## src/rtl/dac_pkg.sv

```systemverilog
// Shared encodings and widths for the DAC playback sequencer.
package dac_pkg;

  localparam int ADDR_W_DEF = 12;
  localparam int DATA_W_DEF = 16;
  localparam int REP_W      = 16;

  localparam logic [1:0] MODE_SINGLE = 2'b00;
  localparam logic [1:0] MODE_LOOP   = 2'b01;
  localparam logic [1:0] MODE_BURST  = 2'b10;

  typedef enum logic [1:0] {IDLE, ARM, PLAY, DRAIN} state_t;

  // A zero repetition count still plays one pass.
  function automatic logic [REP_W-1:0] eff_reps(input logic [REP_W-1:0] r);
    return (r == '0) ? REP_W'(1) : r;
  endfunction

  function automatic logic [1:0] norm_mode(input logic [1:0] m);
    return (m == 2'b11) ? MODE_SINGLE : m;
  endfunction

endpackage

```

## src/rtl/dac_play_seq_if.sv

```systemverilog
// Single-port waveform BRAM bus driven by the playback sequencer.
// No handshake: a transfer happens in every cycle bram_en is high; bram_we selects write vs read.
interface dac_play_seq_if #(
  parameter int ADDR_W = 12,
  parameter int DATA_W = 16
);
  logic              bram_en;
  logic              bram_we;
  logic [ADDR_W-1:0] bram_addr;
  logic [DATA_W-1:0] bram_wdata;

  modport master (output bram_en, bram_we, bram_addr, bram_wdata);
  modport slave  (input  bram_en, bram_we, bram_addr, bram_wdata);
endinterface

```

## src/rtl/play_addr_gen.sv

```systemverilog
// Playback address counter with wrap at the latched last address and a pass counter.
module play_addr_gen
  import dac_pkg::*;
#(
  parameter int ADDR_W = 12
) (
  input  logic              clk,
  input  logic              rst_n,
  input  logic              clr,
  input  logic              adv,
  input  logic [ADDR_W-1:0] max_addr,
  input  logic [REP_W-1:0]  rep_count,
  output logic [ADDR_W-1:0] addr,
  output logic              pass_end,
  output logic              last_pass
);

  logic [ADDR_W-1:0] max_l;
  logic [REP_W-1:0]  reps_l;
  logic [REP_W-1:0]  pass_cnt;

  // clr doubles as the configuration latch so a sweep is immune to input changes.
  always_ff @(posedge clk or negedge rst_n) begin
    if (!rst_n) begin
      addr     <= '0;
      max_l    <= '0;
      reps_l   <= '0;
      pass_cnt <= '0;
    end else if (clr) begin
      addr     <= '0;
      pass_cnt <= '0;
      max_l    <= max_addr;
      reps_l   <= eff_reps(rep_count);
    end else if (adv) begin
      if (pass_end) begin
        addr     <= '0;
        pass_cnt <= pass_cnt + REP_W'(1);
      end else begin
        addr <= addr + ADDR_W'(1);
      end
    end
  end

  assign pass_end  = (addr == max_l);
  assign last_pass = (pass_cnt == reps_l - REP_W'(1));

endmodule

```

## src/rtl/dac_play_seq.sv

```systemverilog
// Playback sequencer: PS writes while idle, paced sweeps of the waveform BRAM when started.
module dac_play_seq
  import dac_pkg::*;
#(
  parameter int ADDR_W = 12,
  parameter int DATA_W = 16
) (
  input  logic                  clk,
  input  logic                  rst_n,
  input  logic                  wr_en,
  input  logic [ADDR_W-1:0]     wr_addr,
  input  logic [DATA_W-1:0]     wr_data,
  output logic                  wr_err,
  input  logic                  start,
  input  logic                  stop,
  input  logic [1:0]            mode,
  input  logic [ADDR_W-1:0]     max_addr,
  input  logic [REP_W-1:0]      rep_count,
  input  logic                  sample_tick,
  dac_play_seq_if.master        bram,
  output logic                  sample_valid,
  output logic                  sample_last,
  output logic                  busy,
  output logic                  done,
  output state_t                state_dbg
);

  state_t            state, state_nx;
  logic [1:0]        mode_l;
  logic              clr, issue, nat_end, wr_ok;
  logic              rd_q, rd_last_q;
  logic [ADDR_W-1:0] gen_addr;
  logic              pass_end, last_pass;

  play_addr_gen #(.ADDR_W(ADDR_W)) u_addr_gen (
    .clk       (clk),
    .rst_n     (rst_n),
    .clr       (clr),
    .adv       (issue),
    .max_addr  (max_addr),
    .rep_count (rep_count),
    .addr      (gen_addr),
    .pass_end  (pass_end),
    .last_pass (last_pass)
  );

  always_comb begin
    state_nx = state;
    clr      = 1'b0;
    issue    = 1'b0;
    nat_end  = 1'b0;
    wr_ok    = (state == IDLE) && wr_en;
    case (state)
      IDLE:  if (start && !stop) state_nx = ARM;
      ARM: begin
        clr      = 1'b1;
        state_nx = PLAY;
      end
      PLAY: begin
        // stop suppresses a coincident tick so no read is left in flight.
        if (stop) begin
          state_nx = DRAIN;
        end else if (sample_tick) begin
          issue   = 1'b1;
          nat_end = pass_end && ((mode_l == MODE_SINGLE) ||
                                 ((mode_l == MODE_BURST) && last_pass));
          if (nat_end) state_nx = DRAIN;
        end
      end
      DRAIN: if (!rd_q) state_nx = IDLE;
      default: state_nx = IDLE;
    endcase
  end

  always_ff @(posedge clk or negedge rst_n) begin
    if (!rst_n) begin
      state           <= IDLE;
      mode_l          <= MODE_SINGLE;
      bram.bram_en    <= 1'b0;
      bram.bram_we    <= 1'b0;
      bram.bram_addr  <= '0;
      bram.bram_wdata <= '0;
      wr_err          <= 1'b0;
      rd_q            <= 1'b0;
      rd_last_q       <= 1'b0;
      sample_valid    <= 1'b0;
      sample_last     <= 1'b0;
      busy            <= 1'b0;
      done            <= 1'b0;
    end else begin
      state <= state_nx;
      if (clr) mode_l <= norm_mode(mode);
      bram.bram_en <= wr_ok || issue;
      bram.bram_we <= wr_ok;
      if (wr_ok) begin
        bram.bram_addr  <= wr_addr;
        bram.bram_wdata <= wr_data;
      end else if (issue) begin
        bram.bram_addr <= gen_addr;
      end
      wr_err <= wr_en && (state != IDLE);
      // One-cycle BRAM latency: the read issued last cycle returns data now.
      rd_q         <= issue;
      rd_last_q    <= issue && nat_end;
      sample_valid <= rd_q;
      sample_last  <= rd_q && rd_last_q;
      busy         <= (state_nx != IDLE);
      done         <= (state == DRAIN) && (state_nx == IDLE);
    end
  end

  assign state_dbg = state;

endmodule

```

## src/flat_wrapper.sv

```systemverilog
// flat-port wrapper written by rule: the top's interface ports become plain ports
module dac_play_seq_flat import dac_pkg::*;
#(
  parameter int ADDR_W = 12,
  parameter int DATA_W = 16
)
  (clk, rst_n, wr_en, wr_addr, wr_data, wr_err, start, stop, mode, max_addr, rep_count, sample_tick, sample_valid, sample_last, busy, done, state_dbg, bram_bram_en, bram_bram_we, bram_bram_addr, bram_bram_wdata);
  dac_play_seq_if #(.ADDR_W(ADDR_W), .DATA_W(DATA_W)) bram_i ();
  input  logic clk;
  input  logic rst_n;
  input  logic wr_en;
  input  logic [ADDR_W-1:0] wr_addr;
  input  logic [DATA_W-1:0] wr_data;
  output logic wr_err;
  input  logic start;
  input  logic stop;
  input  logic [1:0] mode;
  input  logic [ADDR_W-1:0] max_addr;
  input  logic [REP_W-1:0] rep_count;
  input  logic sample_tick;
  output logic sample_valid;
  output logic sample_last;
  output logic busy;
  output logic done;
  output state_t state_dbg;
  output wire logic [$bits(bram_i.bram_en)-1:0] bram_bram_en;
  output wire logic [$bits(bram_i.bram_we)-1:0] bram_bram_we;
  output wire logic [$bits(bram_i.bram_addr)-1:0] bram_bram_addr;
  output wire logic [$bits(bram_i.bram_wdata)-1:0] bram_bram_wdata;
  assign bram_bram_en = bram_i.bram_en;
  assign bram_bram_we = bram_i.bram_we;
  assign bram_bram_addr = bram_i.bram_addr;
  assign bram_bram_wdata = bram_i.bram_wdata;
  dac_play_seq #(.ADDR_W(ADDR_W), .DATA_W(DATA_W)) u_core (.clk(clk), .rst_n(rst_n), .wr_en(wr_en), .wr_addr(wr_addr), .wr_data(wr_data), .wr_err(wr_err), .start(start), .stop(stop), .mode(mode), .max_addr(max_addr), .rep_count(rep_count), .sample_tick(sample_tick), .bram(bram_i), .sample_valid(sample_valid), .sample_last(sample_last), .busy(busy), .done(done), .state_dbg(state_dbg));
endmodule
```

## config.mk

```make
export PLATFORM = sky130hd
export DESIGN_NAME = dac_play_seq_flat
export DESIGN_NICKNAME = d
export VERILOG_FILES = /design/src/rtl/dac_pkg.sv /design/src/rtl/dac_play_seq_if.sv /design/src/rtl/play_addr_gen.sv /design/src/rtl/dac_play_seq.sv /design/src/flat_wrapper.sv
export SDC_FILE = /design/constraint.sdc
export NUM_CORES = 1
export LEC_CHECK = 0
export ABC_CLOCK_PERIOD_IN_PS = 3700
export CAP_MARGIN = 20
export CORE_ASPECT_RATIO = 1.25
export CORE_UTILIZATION = 45
export DETAILED_ROUTE_END_ITERATION = 10
export PLACE_DENSITY_LB_ADDON = 0.25
export SLEW_MARGIN = 20
export SYNTH_ARGS = -nofsm -noshare
export SYNTH_HDL_FRONTEND = slang
export SYNTH_SLANG_ARGS = --single-unit
```

## constraint.sdc

```tcl
create_clock -name clk -period 3.7 [get_ports clk]
set_input_delay 0.74 -clock clk [delete_from_list [all_inputs] [get_ports clk]]
set_output_delay 0.74 -clock clk [all_outputs]
set_load 0.02 [all_outputs]
```

# Word-level counts from Yosys, hierarchy flattened

Index checks and enable logic that the tools add are counted.

Register bits after elaboration: 97
Input port bits: 64
Output and inout bits: 37
Logic and storage cells: 71

$add $sub $neg: 3
Eq/ne operators: 7
Multiplexer cells: 23
Reduce and logical (&&, ||, !) cells: 21

Operators with widths:

| cell                                                 | count |
|---|---|
| two-way mux 16 bit                                   | 4 |
| two-way mux 12 bit                                   | 5 |
| adder 16 x 1 -> 16 bit (second input constant)       | 1 |
| equality test 16 bit                                 | 1 |
| logical NOT 16 bit                                   | 1 |
| subtractor 16 x 1 -> 16 bit (second input constant)  | 1 |
| adder 12 x 1 -> 12 bit (second input constant)       | 1 |
| equality test 12 bit                                 | 1 |
| two-way mux 2 bit                                    | 6 |
| nonzero test 2 bit                                   | 5 |
| equality test 2 bit (second input constant)          | 4 |
| logical AND 1 bit                                    | 8 |
| case mux 2 bit (4 select lines)                      | 1 |
| two-way mux 1 bit                                    | 7 |
| logical NOT 2 bit                                    | 3 |
| equality test 2 x 1 -> 1 bit (second input constant) | 1 |
| logical OR 1 bit                                     | 2 |
| AND reduction 2 bit                                  | 1 |
| logical NOT 1 bit                                    | 1 |

# Logic depth before layout (Yosys ltp)

Depth in word-level cells: 11
Depth in mapped cells: 9
Mapped depth without buffers: 8

# Hierarchy

A second synthesis with hierarchy kept.

Cell total of the unflattened synthesis: 423
Area, all modules: 4832.1 um^2

Modules (own cells, without submodules):

| module        | times used | cells an instance | area an instance (um^2) | sequential area each (um^2) |
|---|---|---|---|---|
| play_addr_gen | 1          | 307               | 3124.2                  | 1401.3 |
| dac_play_seq  | 1          | 116               | 1707.9                  | 1026.0 |

# Least setup slack after synthesis

Ideal clock, no wire load.

Kind: in2reg
From: input port sample_tick
To: register u_core.u_addr_gen.pass_cnt[11]
Setup time: 0.132 ns
Data arrival time: 2.236 ns
Required time: 3.568 ns
Setup slack: 1.332 ns
Stages on the path: 7
Buffers on the path: 2
Cell sequence: nor4bb_1 -> or4b_1 -> buf_2 -> buf_1 -> nor3_1 -> xnor2_1 -> nor2_1

Longest elaborated chain between the ends: 5

Ends and longest elaborated chain:

| element                              | line                | source |
|---|---|---|
| start: declaration                   | flat_wrapper.sv:20  | `input logic sample_tick;` |
| two-way mux 1 bit                    | dac_play_seq.sv:63  | `end else if (sample_tick) begin` |
| two-way mux 1 bit                    | dac_play_seq.sv:61  | `if (stop) begin` |
| two-way mux 1 bit                    | dac_play_seq.sv:53  | `case (state)` |
| nonzero test 2 bit (no source line)  | n/a                 |  |
| AND reduction 2 bit (no source line) | n/a                 |  |
| end signal: assignment               | play_addr_gen.sv:37 | `pass_cnt <= pass_cnt + REP_W'(1);` |
| end: declaration                     | play_addr_gen.sv:20 | `logic [REP_W-1:0] pass_cnt;` |

Every way passes these cells.
A chain may end at the register's enable or synchronous reset.

# Worst setup path in the final report

From: input port sample_tick
To: register u_core.u_addr_gen.pass_cnt[10]

Same word-level chain as after synthesis.

==> results.py <==
metrics = {
    "timing": {
        "clock_skew_ps": 5.720,
        "finalSetupViolCount": 0,
        "hold_ws_ps": 383.6,
        "rsz0062_at_grt": "false",
        "slew_headroom": 0.4343,
        "worstMarginPinSlew_ps": 848.6,
        "hold_viol_final": 0,
        "finalSetupTns_ps": 0,
        "fin_ws_ps": 910.7,
        "period_minus_slack_ps": 2789,
        "drv_slew": 0,
        "max_clock_freq_mhz": 358.5,
        "finalCritPeriodShare": 0.7539,
    },
    "die": {
        "fp.dieH_microns": 116.8,
        "die_x_microns": 93.87,
        "core_area_sq_um": 10160,
        "rows": 41,
        "start_util": 0.4674,
        "die_area_sq_um": 10970,
        "pin_count": 101,
    },
    "layout": {
        "fin_nets": 684,
        "drive_above_1_share": 0.04992,
        "final_cells": 750,
        "fin_util": 0.6098,
        "diodes": 0,
        "layout_commonest_cell": "nand2_1",
        "syn2layout_area_growth_pct": 30.47,
        "final_cell_mix": "nand2_1, clkdlybuf4s50_1, dfrtp_1",
    },
    "critical_path": {
        "end_kind": "flop",
        "startpoint": "sample_tick",
        "crit_arrival_ps": 3000,
        "cp_max_fo": 19,
        "r2r_setup_slack_ps": 1120,
        "slowest_stage": "or4b_1",
        "crit_type": "input pin to flop",
        "timing.rr.start": "u_core.u_addr_gen.addr[2]",
        "cp_top_family": "simple AND/OR/NAND/NOR gates",
        "endpoint": "u_core.u_addr_gen.pass_cnt[10]",
        "rr_endpoint": "u_core.u_addr_gen.pass_cnt[10]",
        "crit_required_ps": 3910,
        "cp.depth": 6,
        "crit_path_cell_trace": "clkdlybuf4s50_1 > nor4bb_4 > or4b_1 > a2111oi_2 > xnor2_1 > nor2_1",
        "worst-path-buf-inv": 1,
        "start_kind": "input pin",
        "reg2reg_depth": 6,
        "slowest_delay_ps": 800,
    },
    "clock_network": {
        "clkTransAtPathRegs_ps": 70,
        "cts_root_buffer": "clkbuf_16",
        "clkLatencyLatePin_ps": 340,
        "postCtsSetupBuffers": 0,
        "cts_hold_buf": 0,
        "clockBufferDepth": 2,
        "cts_buffers": 9,
        "cts.sinks": 97,
        "cts_tree": "done",
        "htreeDepth": 3,
        "cts-resized-gates": 0,
    },
    "placed_design": {
        "gp_congestion": 0.7772,
        "portBuffers": 100,
        "place_hpwl_microns": 7606,
        "place_inst": 735,
        "dpl_worst_slack_ps": 561.0,
    },
    "drt": {
        "firstDrtPassIters": 4,
        "via_per_inst": 5.188,
        "met2_length_microns": 5175,
        "drc": 0,
        "routedWlPerCell_microns": 14.25,
        "wl_microns": 10680,
        "vias": 3891,
        "wl_met3_microns": 508,
        "ant_nets": 0,
        "top_layer_used": "met4",
        "wl_met1_microns": 4792,
        "drt_iter0_drc": 168,
    },
    "global_route": {
        "grt_pass1_vias": 3664,
        "grt_antenna_before_repair": 0,
        "grt_max_degree": 53,
        "grt-ovfl-total": 0,
        "grt_usage": 0.2054,
        "grt_pass1_wl_microns": 17550,
    },
    "pwr": {
        "power.density_nw_per_um2": 725.0,
        "p_leak_nw": 2.802,
        "vdd_drop_max_mv": 0.3249,
    },
    "job": {
        "cap_violations": 0,
    },
    "min_path": {
        "hold_class": "input pin to async pin",
    },
    "logic_synthesis": {
        "ys_seq_area_frac": 0.5113,
        "ys_ff_latch": 97,
        "syn_avg_cell_area_sq_um": 9.025,
        "synth.distinct_cells": 46,
        "syn_nets": 593,
        "ys_warn_count": 0,
        "syn_inst": 526,
        "syn-cell-area_sq_um": 4747,
    },
    "run_status": {
        "status": "finished, final reports clean",
    },
}
## sequential cells by signal, indices dropped and copies added (netlist names), 2 cells and up
register                    flops
u_core.bram.bram_wdata         16
u_core.u_addr_gen.pass_cnt     16
u_core.u_addr_gen.reps_l       16
u_core.bram.bram_addr          12
u_core.u_addr_gen.addr         12
u_core.u_addr_gen.max_l        12
u_core.mode_l                   2
u_core.state_dbg                2
## cell usage after synthesis (all sizes together)
cell	number	area (sq um)
nand2	169	634.4
dfrtp	97	2427
xnor2	40	350.3
nor2	35	131.4
clkbuf	16	60.06
nand3	16	80.08
xor2	16	140.1
nor4	12	81.33
a22oi	11	82.58
buf	11	53.80
nand4	11	68.82
o21ai	11	55.05
nor3	10	50.05
a21oi	9	45.04
inv	7	26.28
a211oi	6	50.05
nor2b	6	37.54
mux2i	4	40.04
or4	4	33.78
and3	3	18.77
ha	3	37.54
nand2b	3	18.77
nor3b	3	22.52
a21o	2	15.01
and2	2	12.51
nand3b	2	15.01
nor4bb	2	20.02
or3	2	12.51
a2111oi	1	15.01
a22o	1	8.760
a2bb2oi	1	8.760
a311oi	1	8.760
a31oi	1	6.260
and4	1	8.760
and4bb	1	12.51
mux2	1	11.26
o21a	1	7.510
o221a	1	11.26
o31ai	1	7.510
o32a	1	10.01
or4b	1	10.01
## cells by family after synthesis
logic type,Yosys count,share of synthesized area
multiplexers,5,0.01081
adder cells (fa/ha/maj),3,0.007908
XOR/XNOR,56,0.1033
AO/OA/AOI/OAI,48,0.06985
flip-flops,97,0.5113
AND/OR/NAND/NOR,283,0.2673
buffers and inverters,34,0.02952
## area by class of cell
class / instances / area, sq um
fillers: 874 / 3964
flip-flops and latches: 97 / 2427
multi-input cells: 395 / 2197
repair buffers: 107 / 1064
clock buffers: 9 / 225.2
well taps: 129 / 161.4
clock inverters: 6 / 92.59
inverters: 7 / 26.28
## metal layers
layer / track usage / vias to the layer above
met5: 0 / -
li1: - / 1939
met1: 0.2740 / 1815
met4: 0.08103 / 0
met3: 0.03295 / 15
met2: 0.3367 / 122
## worst min path at each step
stage / to / startpoint / cells past startpoint
after global placement: u_core.sample_valid / u_core.rd_q / 0
after global routing: u_core.bram.bram_wdata[2] / rst_n / 1
after detailed placement: u_core.sample_valid / u_core.rd_q / 0
after floorplan: u_core.sample_valid / u_core.rd_q / 0
after CTS: u_core.bram.bram_wdata[2] / rst_n / 1
final: u_core.bram.bram_wdata[2] / rst_n / 1
## power breakdown
part,internal (mW),total (mW),switching [mW]
sequential,1.41,1.73,0.319
clock,0.592,0.997,0.405
combinational,0.810,1.77,0.958
total,2.81,4.49,1.68
## metrics by stage
stage,power (mW),cell area [sq um]
3_5_place_dp,3.519,5876
2_1_floorplan,2.821,4747
5_1_grt,4.808,6193
6_report,4.490,6193
4_1_cts,4.516,6193
3_3_place_gp,3.460,5876
Power figures use the tool's default switching activity.
